### src/rtl/arbitro_controles_if.sv
// arbitro_controles_if: control-source arbiter bus.
// Raw source requests and mode in, selected move commands out.
interface arbitro_controles_if #(
  parameter int NUM_FUENTES = 3,
  parameter int SEL_W       = 2
);
  logic [SEL_W-1:0]       selector;
  logic [NUM_FUENTES-1:0] entradaDer;
  logic [NUM_FUENTES-1:0] entradaIzq;
  logic [1:0]             modo;
  logic                   salidaDerecha;
  logic                   salidaIzquierda;
  logic [SEL_W-1:0]       fuenteActiva;
  logic                   cambiando;

  modport master (
    output selector,
    output entradaDer,
    output entradaIzq,
    output modo,
    input  salidaDerecha,
    input  salidaIzquierda,
    input  fuenteActiva,
    input  cambiando
  );

  modport slave (
    input  selector,
    input  entradaDer,
    input  entradaIzq,
    input  modo,
    output salidaDerecha,
    output salidaIzquierda,
    output fuenteActiva,
    output cambiando
  );
endinterface

### src/rtl/arbitro_controles.sv
// arbitro_controles: N-source left/right control arbiter.
// Sync, debounce, guard on source change, level/one-shot/repeat.
module arbitro_controles #(
  parameter int NUM_FUENTES     = 3,
  parameter int SEL_W           = 2,
  parameter int DEBOUNCE_CICLOS = 16,
  parameter int GUARDA_CICLOS   = 4,
  parameter int REPEAT_DELAY    = 1000,
  parameter int REPEAT_PERIOD   = 250
) (
  input logic               clk,
  input logic               rst_n,
  arbitro_controles_if.slave bus
);

  localparam int DB_W = $clog2(DEBOUNCE_CICLOS + 1);
  localparam int GD_W = $clog2(GUARDA_CICLOS + 1);
  localparam int RP_MAX =
    (REPEAT_DELAY > REPEAT_PERIOD) ? REPEAT_DELAY : REPEAT_PERIOD;
  localparam int RP_W = $clog2(RP_MAX + 1);

  localparam logic [SEL_W:0] NF_L = (SEL_W+1)'(NUM_FUENTES);
  localparam logic [DB_W-1:0] DB_FIN = DB_W'(DEBOUNCE_CICLOS - 1);
  localparam logic [GD_W-1:0] GD_FIN = GD_W'(GUARDA_CICLOS);
  localparam logic [RP_W-1:0] RP_DEL = RP_W'(REPEAT_DELAY);
  localparam logic [RP_W-1:0] RP_PER = RP_W'(REPEAT_PERIOD);

  typedef enum logic {
    ACTIVO,
    GUARDA
  } estado_t;

  logic [NUM_FUENTES-1:0] der_m, der_s;
  logic [NUM_FUENTES-1:0] izq_m, izq_s;

  logic [SEL_W-1:0] sel_ef;

  estado_t          estado_q, estado_d;
  logic [SEL_W-1:0] fuente_q, fuente_d;
  logic [GD_W-1:0]  guarda_q, guarda_d;
  logic             limpiar;

  // index 0 = right, index 1 = left
  logic [1:0]      raw;
  logic [1:0]      deb_q;
  logic [DB_W-1:0] cnt_q [2];

  logic [1:0]      pr;
  logic [1:0]      prev_q;
  logic [1:0]      flanco;
  logic [1:0]      sal_q, sal_d;
  logic [1:0]      fase_q, fase_d;
  logic [RP_W-1:0] rep_q [2];
  logic [RP_W-1:0] rep_d [2];
  logic [1:0]      modo_q;
  logic            modo_cambio;
  logic            modo_uno;
  logic            modo_rep;

  // two-flop synchronisers on every raw request bit
  always_ff @(posedge clk or negedge rst_n) begin
    if (!rst_n) begin
      der_m <= '0;
      der_s <= '0;
      izq_m <= '0;
      izq_s <= '0;
    end else begin
      der_m <= bus.entradaDer;
      der_s <= der_m;
      izq_m <= bus.entradaIzq;
      izq_s <= izq_m;
    end
  end

  // out-of-range selections fall back to the buttons
  always_comb begin
    sel_ef = '0;
    if ({1'b0, bus.selector} < NF_L) begin
      sel_ef = bus.selector;
    end
  end

  // source-change FSM state
  always_ff @(posedge clk or negedge rst_n) begin
    if (!rst_n) begin
      estado_q <= ACTIVO;
      fuente_q <= '0;
      guarda_q <= '0;
    end else begin
      estado_q <= estado_d;
      fuente_q <= fuente_d;
      guarda_q <= guarda_d;
    end
  end

  // guard window: reloads on every further change
  always_comb begin
    estado_d = estado_q;
    fuente_d = fuente_q;
    guarda_d = guarda_q;
    limpiar  = 1'b0;
    unique case (estado_q)
      ACTIVO: begin
        if (sel_ef != fuente_q) begin
          fuente_d = sel_ef;
          guarda_d = GD_W'(1);
          estado_d = GUARDA;
          limpiar  = 1'b1;
        end
      end
      GUARDA: begin
        limpiar = 1'b1;
        if (sel_ef != fuente_q) begin
          fuente_d = sel_ef;
          guarda_d = GD_W'(1);
        end else if (guarda_q == GD_FIN) begin
          estado_d = ACTIVO;
          guarda_d = '0;
        end else begin
          guarda_d = guarda_q + 1'b1;
        end
      end
      default: begin
        estado_d = ACTIVO;
      end
    endcase
  end

  // pick the synchronised pair of the active source
  always_comb begin
    raw = '0;
    for (int i = 0; i < NUM_FUENTES; i++) begin
      if (fuente_q == SEL_W'(i)) begin
        raw = {izq_s[i], der_s[i]};
      end
    end
  end

  // debounce: level flips after DEBOUNCE_CICLOS mismatches
  always_ff @(posedge clk or negedge rst_n) begin
    if (!rst_n) begin
      deb_q    <= '0;
      cnt_q[0] <= '0;
      cnt_q[1] <= '0;
    end else if (limpiar) begin
      deb_q    <= '0;
      cnt_q[0] <= '0;
      cnt_q[1] <= '0;
    end else begin
      for (int d = 0; d < 2; d++) begin
        if (raw[d] == deb_q[d]) begin
          cnt_q[d] <= '0;
        end else if (cnt_q[d] == DB_FIN) begin
          deb_q[d] <= raw[d];
          cnt_q[d] <= '0;
        end else begin
          cnt_q[d] <= cnt_q[d] + 1'b1;
        end
      end
    end
  end

  assign modo_uno    = (bus.modo == 2'b01);
  assign modo_rep    = (bus.modo == 2'b10);
  assign modo_cambio = (bus.modo != modo_q);

  // both held counts as none; mode selects output shaping
  always_comb begin
    pr     = {deb_q[1] & ~deb_q[0], deb_q[0] & ~deb_q[1]};
    flanco = pr & ~prev_q;
    sal_d  = '0;
    fase_d = '0;
    rep_d[0] = '0;
    rep_d[1] = '0;
    for (int d = 0; d < 2; d++) begin
      unique case (1'b1)
        modo_uno: begin
          sal_d[d] = flanco[d];
        end
        modo_rep: begin
          if (flanco[d]) begin
            sal_d[d] = 1'b1;
            rep_d[d] = RP_W'(1);
          end else if (pr[d] && !modo_cambio) begin
            if (rep_q[d] == (fase_q[d] ? RP_PER : RP_DEL)) begin
              sal_d[d]  = 1'b1;
              rep_d[d]  = RP_W'(1);
              fase_d[d] = 1'b1;
            end else begin
              rep_d[d]  = rep_q[d] + 1'b1;
              fase_d[d] = fase_q[d];
            end
          end
        end
        default: begin
          sal_d[d] = pr[d];
        end
      endcase
    end
  end

  // registered outputs, edge history and repeat counters
  always_ff @(posedge clk or negedge rst_n) begin
    if (!rst_n) begin
      sal_q    <= '0;
      prev_q   <= '0;
      fase_q   <= '0;
      rep_q[0] <= '0;
      rep_q[1] <= '0;
      modo_q   <= '0;
    end else begin
      modo_q <= bus.modo;
      if (limpiar) begin
        sal_q    <= '0;
        prev_q   <= '0;
        fase_q   <= '0;
        rep_q[0] <= '0;
        rep_q[1] <= '0;
      end else begin
        sal_q  <= sal_d;
        prev_q <= pr;
        fase_q <= fase_d;
        rep_q  <= rep_d;
      end
    end
  end

  assign bus.salidaDerecha   = sal_q[0];
  assign bus.salidaIzquierda = sal_q[1];
  assign bus.fuenteActiva    = fuente_q;
  assign bus.cambiando       = (estado_q == GUARDA);

endmodule

### src/flat_wrapper.sv
// flat-port wrapper written by rule: the top's interface ports become plain ports
module arbitro_controles_flat 
#(
  parameter int NUM_FUENTES     = 3,
  parameter int SEL_W           = 2,
  parameter int DEBOUNCE_CICLOS = 16,
  parameter int GUARDA_CICLOS   = 4,
  parameter int REPEAT_DELAY    = 1000,
  parameter int REPEAT_PERIOD   = 250
)
  (clk, rst_n, bus_selector, bus_entradaDer, bus_entradaIzq, bus_modo, bus_salidaDerecha, bus_salidaIzquierda, bus_fuenteActiva, bus_cambiando);
  arbitro_controles_if #(.NUM_FUENTES(NUM_FUENTES), .SEL_W(SEL_W)) bus_i ();
  input logic clk;
  input logic rst_n;
  input wire logic [$bits(bus_i.selector)-1:0] bus_selector;
  input wire logic [$bits(bus_i.entradaDer)-1:0] bus_entradaDer;
  input wire logic [$bits(bus_i.entradaIzq)-1:0] bus_entradaIzq;
  input wire logic [$bits(bus_i.modo)-1:0] bus_modo;
  output wire logic [$bits(bus_i.salidaDerecha)-1:0] bus_salidaDerecha;
  output wire logic [$bits(bus_i.salidaIzquierda)-1:0] bus_salidaIzquierda;
  output wire logic [$bits(bus_i.fuenteActiva)-1:0] bus_fuenteActiva;
  output wire logic [$bits(bus_i.cambiando)-1:0] bus_cambiando;
  assign bus_i.selector = bus_selector;
  assign bus_i.entradaDer = bus_entradaDer;
  assign bus_i.entradaIzq = bus_entradaIzq;
  assign bus_i.modo = bus_modo;
  assign bus_salidaDerecha = bus_i.salidaDerecha;
  assign bus_salidaIzquierda = bus_i.salidaIzquierda;
  assign bus_fuenteActiva = bus_i.fuenteActiva;
  assign bus_cambiando = bus_i.cambiando;
  arbitro_controles #(.NUM_FUENTES(NUM_FUENTES), .SEL_W(SEL_W), .DEBOUNCE_CICLOS(DEBOUNCE_CICLOS), .GUARDA_CICLOS(GUARDA_CICLOS), .REPEAT_DELAY(REPEAT_DELAY), .REPEAT_PERIOD(REPEAT_PERIOD)) u_core (.clk(clk), .rst_n(rst_n), .bus(bus_i));
endmodule
### config.mk
export PLATFORM = sky130hd
export DESIGN_NAME = arbitro_controles_flat
export DESIGN_NICKNAME = d
export VERILOG_FILES = /design/src/rtl/arbitro_controles_if.sv /design/src/rtl/arbitro_controles.sv /design/src/flat_wrapper.sv
export SDC_FILE = /design/constraint.sdc
export NUM_CORES = 1
export LEC_CHECK = 0
export ABC_CLOCK_PERIOD_IN_PS = 3070
export BUFFER_PORTS_ARGS = -buffer_cell sky130_fd_sc_hd__buf_2
export CAP_MARGIN = 20
export CELL_PAD_IN_SITES_DETAIL_PLACEMENT = 2
export CELL_PAD_IN_SITES_GLOBAL_PLACEMENT = 2
export CORE_MARGIN = 2
export CORE_UTILIZATION = 38
export CTS_CLUSTER_DIAMETER = 50
export CTS_CLUSTER_SIZE = 14
export DETAILED_ROUTE_END_ITERATION = 7
export PLACE_DENSITY = 0.76
export RECOVER_POWER = 50
export SYNTH_ARGS = -nofsm -noshare
export SYNTH_HDL_FRONTEND = slang
export SYNTH_SLANG_ARGS = --single-unit
### constraint.sdc
create_clock -name clk -period 3.07 [get_ports clk]
set_input_delay 0 -clock clk [delete_from_list [all_inputs] [get_ports clk]]
set_output_delay 0 -clock clk [all_outputs]
set_load 0.005 [all_outputs]
Word level (Yosys, flattened, before mapping). Cells that the tools add are included.

Register bits after elaboration: 58. Input port bits: 12. Output and inout port bits: 5.

$add $sub $neg: 5. $lt $le $gt $ge: 1. Equality and inequality tests: 18. Muxes and demuxes: 54. Bitwise logic cells: 7. Reductions and logical operators: 8.

Operators with widths (number): 10-bit two-way mux (11); 1-bit two-way mux (21); 10-bit by 1-bit adder with 10-bit output (second input constant) (2); 10-bit equality test (2); 20-bit two-way mux (1); 5-bit two-way mux (4); 2-bit two-way mux (9); 5-bit by 1-bit adder with 5-bit output (second input constant) (2); 5-bit by 4-bit equality test with 1-bit output (second input constant) (2); 5-bit by 3-bit != test with 1-bit output (second input constant) (2); 3-bit two-way mux (3); 1-bit case mux with 2 select lines (4); 2-bit by 1-bit != test with 1-bit output (second input constant) (3); 3-bit case mux with 2 select lines (1); 2-bit by 1-bit equality test with 1-bit output (second input constant) (2); 2-bit equality test (second input constant) (2); 2-bit != test (2); 2-bit AND reduction (2); 2-bit nonzero test (2); 3-bit by 1-bit adder with 3-bit output (second input constant) (1); 3-bit equality test (second input constant) (1); 1-bit NOT (3); 1-bit AND (2); 2-bit AND (1); 6 further kinds (8).

Depth between registers and ports, before layout.
Depth after elaboration: 7. Mapped depth: 6.

Least setup slack after synthesis. Ideal clock, no wire load.

Kind: register to register. Start point: register u_core.fuente_q[1], in the netlist u_core.bus.fuenteActiva[1]. End point: register u_core.cnt_q[1] (netlist bit). Library setup time: 0.086 ns. Arrival: 1.670 ns. Required time: 2.984 ns. Path slack: 1.314 ns. Stages on the path, launching flop included: 7. Buffers on the path: 2. Clock period less this slack: 1.756 ns. Cells stage by stage: dfrtp_1 > buf_6 > or4_4 > o21a_4 > a21o_4 > buf_6 > nor3_1.

Cells in the longest elaborated chain, start to end: 7. Elaborated cells between the ends (all ways): 12.

Ends and longest elaborated chain: from (decl) (line arbitro_controles.sv:39) `logic [SEL_W-1:0] fuente_q, fuente_d;`; from (signal assigned) (line arbitro_controles.sv:91) `fuente_q <= fuente_d;`; 2-bit zero test (line arbitro_controles.sv:133) `if (fuente_q == SEL_W'(i)) begin`; 2-bit two-way mux (3 in series) (line arbitro_controles.sv:133); 1-bit equality test (line arbitro_controles.sv:151) `if (raw[d] == deb_q[d]) begin`; 5-bit two-way mux (line arbitro_controles.sv:151); 10-bit two-way mux (*) (line arbitro_controles.sv:145) `end else if (limpiar) begin`; to (signal, indexed assignment) (line arbitro_controles.sv:157) `cnt_q[d] <= cnt_q[d] + 1'b1;`; to (decl) (line arbitro_controles.sv:46) `logic [DB_W-1:0] cnt_q [2];`.

Every way passes the cells marked *; elsewhere a longest branch is shown, timed or not. A chain may end at the register's enable or synchronous reset.

==> impl_metrics.toml <==
[run_status]
status = "finished, violations left"
violations = "max-capacitance violations, max-slew violations"

[grt]
grt_overflow = 0
grt_use_total_pct = 19.4
grt_pass1_wl_microns = 11000
grt_max_degree = 35
antenna_found_initial = 0
grt_pass1_vias = 2179

[route]
wl_per_cell_microns = 18.8
vias = 1890
viasPerCell = 5.43
ant_nets = 0
drt_iter0_drc = 49
finalWirelength_microns = 6530
dr.pass1.iters = 4
drc = 0

[sta]
finalCritPeriodShare_pct = 66.4
setup_ws_ns = 1.03
fmax_mhz = 490
finalCriticalPeriod_ns = 2.04
finalHoldViolCount = 0
final_max_slew_viol_count = 35
worst_pin_slew_ns = 1.94
rsz0062_at_grt = "no"
relSlewSlack_pct = -29.0
fin_skew_ns = 0.0141
tns_ns = 0
whs_ns = 0.290
timing.final.setup_violations = 0

[placed_design]
place_congestion = 0.750
dp_hpwl_microns = 4260
dp_slack_ns = 1.13
dp_cells = 320
io_buffer_count = 16

[worst_setup_path]
critPathKind = "input pin to async pin"
slowest_delay_ns = 1.39
path_cells = "dlygate4sd3_1, clkbuf_1, clkbuf_1"
crit_required_ns = 3.50
slowest_stage = "clkbuf_1"
worst_setup_path_start_kind = "input pin"
cp-end-kind = "async pin"
path_delay_family = "buffers and inverters"
worst-path-buf-inv = 3
crit_top_cell = "clkbuf_1"
worstPathMaxFanout = 34
crit_arrival_ns = 2.47

[floorplanning]
die_w_microns = 87.4
io_pins = 17
core_area_sq_um = 6760
fp-row-count = 30
die_area_sq_um = 7630
die_h_microns = 87.4
initial_core_util_pct = 39.1

[cts]
clk_pin_slew_ns = 0.08
cts_buffers = 9
clk_path_buf_depth = 2
cts_sinks = 58
tritoncts = "done"
cts_setup_buffers = 0
cts_max_level = 3
clk_latency_ns = 0.34
cts-root-buf = "clkbuf_8"

[synth]
syn_nets = 247
yosys.area_share.simple_pct = 20.3
synth_compound_gate_area_share_pct = 8.53
synth_top_area_share_pct = 55.0
ys_types = 45
ys_seq_elements = 58
synth-xor-area-share_pct = 8.29
ys_warn_count = 0
synth_area_leaders = "dfrtp_1 (55%), nor3_1 (4.7%), xor2_1 (4.3%)"
yosysTopAreaCell = "dfrtp_1"
muxShareOfSynthArea_pct = 1.94
ys_seq_area_share_pct = 55.0
synthCells = 227
synthesis.area_sq_um = 2640
syn_avg_cell_area_sq_um = 11.6
synth-adder-area-share_pct = 3.79
async_flop_share_pct = 100
synth_edf_count = 0
synth_ff_type = "dfrtp_1"
synth_top_family_by_area = "simple AND/OR/NAND/NOR gates"

[cells_and_area]
insertedDiodeCount = 0
num-fill-cells = 681
final_util_pct = 46.4
fin_cells = 348
nNetsFinal = 283
area_growth_pct = 18.7
drive_above_1_share_pct = 13.8

[job]
maxCapViolCount = 1

[power_and_ir_drop]
p_per_area_nw_per_um2 = 541
ir_worst_vdd_v = 0.000321
leakage_nw = 1.33

[min_path]
hold_path.class = "input pin to flip-flop"
==> cell usage after synthesis (3+ instances only) <==
master	number
xnor2_1	12
nand2_1	9
inv_1	6
ha_1	8
nor2_1	8
nand3_1	11
nor3_1	25
nand4_1	3
mux2i_1	4
dfrtp_1	58
and3_1	5
nor3b_1	5
nand2b_1	3
nor4_1	5
o21ai_0	6
xor2_1	13
a21oi_1	5
==> final cells by class <==
type / count / area [sq um] / area share [%]
Tap cell: 80 / 100 / 3.19
Clock inverter: 7 / 101 / 3.23
Clock buffer: 9 / 124 / 3.95
Inverter: 6 / 22.5 / 0.719
Sequential cell: 58 / 1450 / 46.3
Multi-Input combinational cell: 158 / 1130 / 36.1
Timing Repair Buffer: 30 / 203 / 6.47
==> worst register-to-register path, cell delays in order (launching register included) <==
cell	delay [ns]
dfrtp_1	0.47
or4_4	0.58
o21ai_0	0.24
o211ai_2	0.30
nor3_1	0.28
==> layout by cell type, fill, tap and decap left out, drive strengths merged, types with 4 or more instances in the layout <==
cell type and n:
dlygate4sd3 12, buf 11, nand2 9, o21ai 6, xor2 13, clkbuf 16, and3 5, nand3 11
mux2i 4, dfrtp 58, inv 7, nor4 5, nor3b 6, nor3 26, a21oi 5, nor2 8
xnor2 12, ha 8
==> logic make-up (layout without fill, tap and decap cells) <==
logic type,after synthesis,in the layout
compound gates,28,28
buf+inv,11,52
xor+xnor,25,25
simple gates,92,92
fa+ha+maj,8,8
mux,5,5
flops,58,58
==> timing repair <==
item                      4_1_cts  5_1_grt
resized for setup               0        0
hold buffers                   12        0
hold endpoints to repair       42        0
==> per-layer routing <==
layer  vias to the layer above  GRT usage (%)  routed length [microns]
met5                         -              0                        0
met4                         0           8.25                      136
met3                        12           4.36                      121
met2                        17           34.6                     3460
met1                       969           22.1                     2810
li1                        892              -                        -
==> flip-flops by register name, summed over array words and instances (netlist names), 3 cells and up <==
register         count
u_core.rep_q        20
u_core.cnt_q        10
u_core.der_m         3
u_core.der_s         3
u_core.guarda_q      3
u_core.izq_m         3
u_core.izq_s         3
==> where the power goes <==
part	internal (W)	switching (W)	leakage, nW
Sequential	0.000780	0.0000128	0.766
Clock	0.000462	0.000339	0.106
Combinational	0.0000422	0.0000602	0.454
Total	0.00128	0.000412	1.33
==> worst paths after layout <==
path / start / to / slack, ns / cells after the start
worst max-delay path: rst_n / u_core.rep_q[4]$_DFF_PN0_ / 1.03 / 3
worst min-delay path: bus_entradaIzq[2] / u_core.izq_m[2]$_DFF_PN0_ / 0.29 / 2
worst max register to register: u_core.bus.fuenteActiva[0]$_DFFE_PN0P_ / u_core.rep_q[5]$_DFF_PN0_ / 1.11 / 4
worst min register to register: u_core.der_m[2]$_DFF_PN0_ / u_core.der_s[2]$_DFF_PN0_ / 0.35 / 0
max in group clk: u_core.bus.fuenteActiva[0]$_DFFE_PN0P_ / u_core.rep_q[5]$_DFF_PN0_ / 1.11 / 4
min in group asynchronous: rst_n / u_core.rep_q[14]$_DFF_PN0_ / 0.74 / 2
==> metrics by stage <==
| step | cell area (sq um) | total power (W) |
|---|---|---|
| CTS | 3150 | 0.00172 |
| global route | 3130 | 0.00177 |
| floorplan | 2640 | 0.000855 |
| detailed placement | 2800 | 0.000900 |
| global placement | 2800 | 0.000894 |
| finish | 3130 | 0.00170 |
No activity file was read; power rests on OpenSTA's default activity.
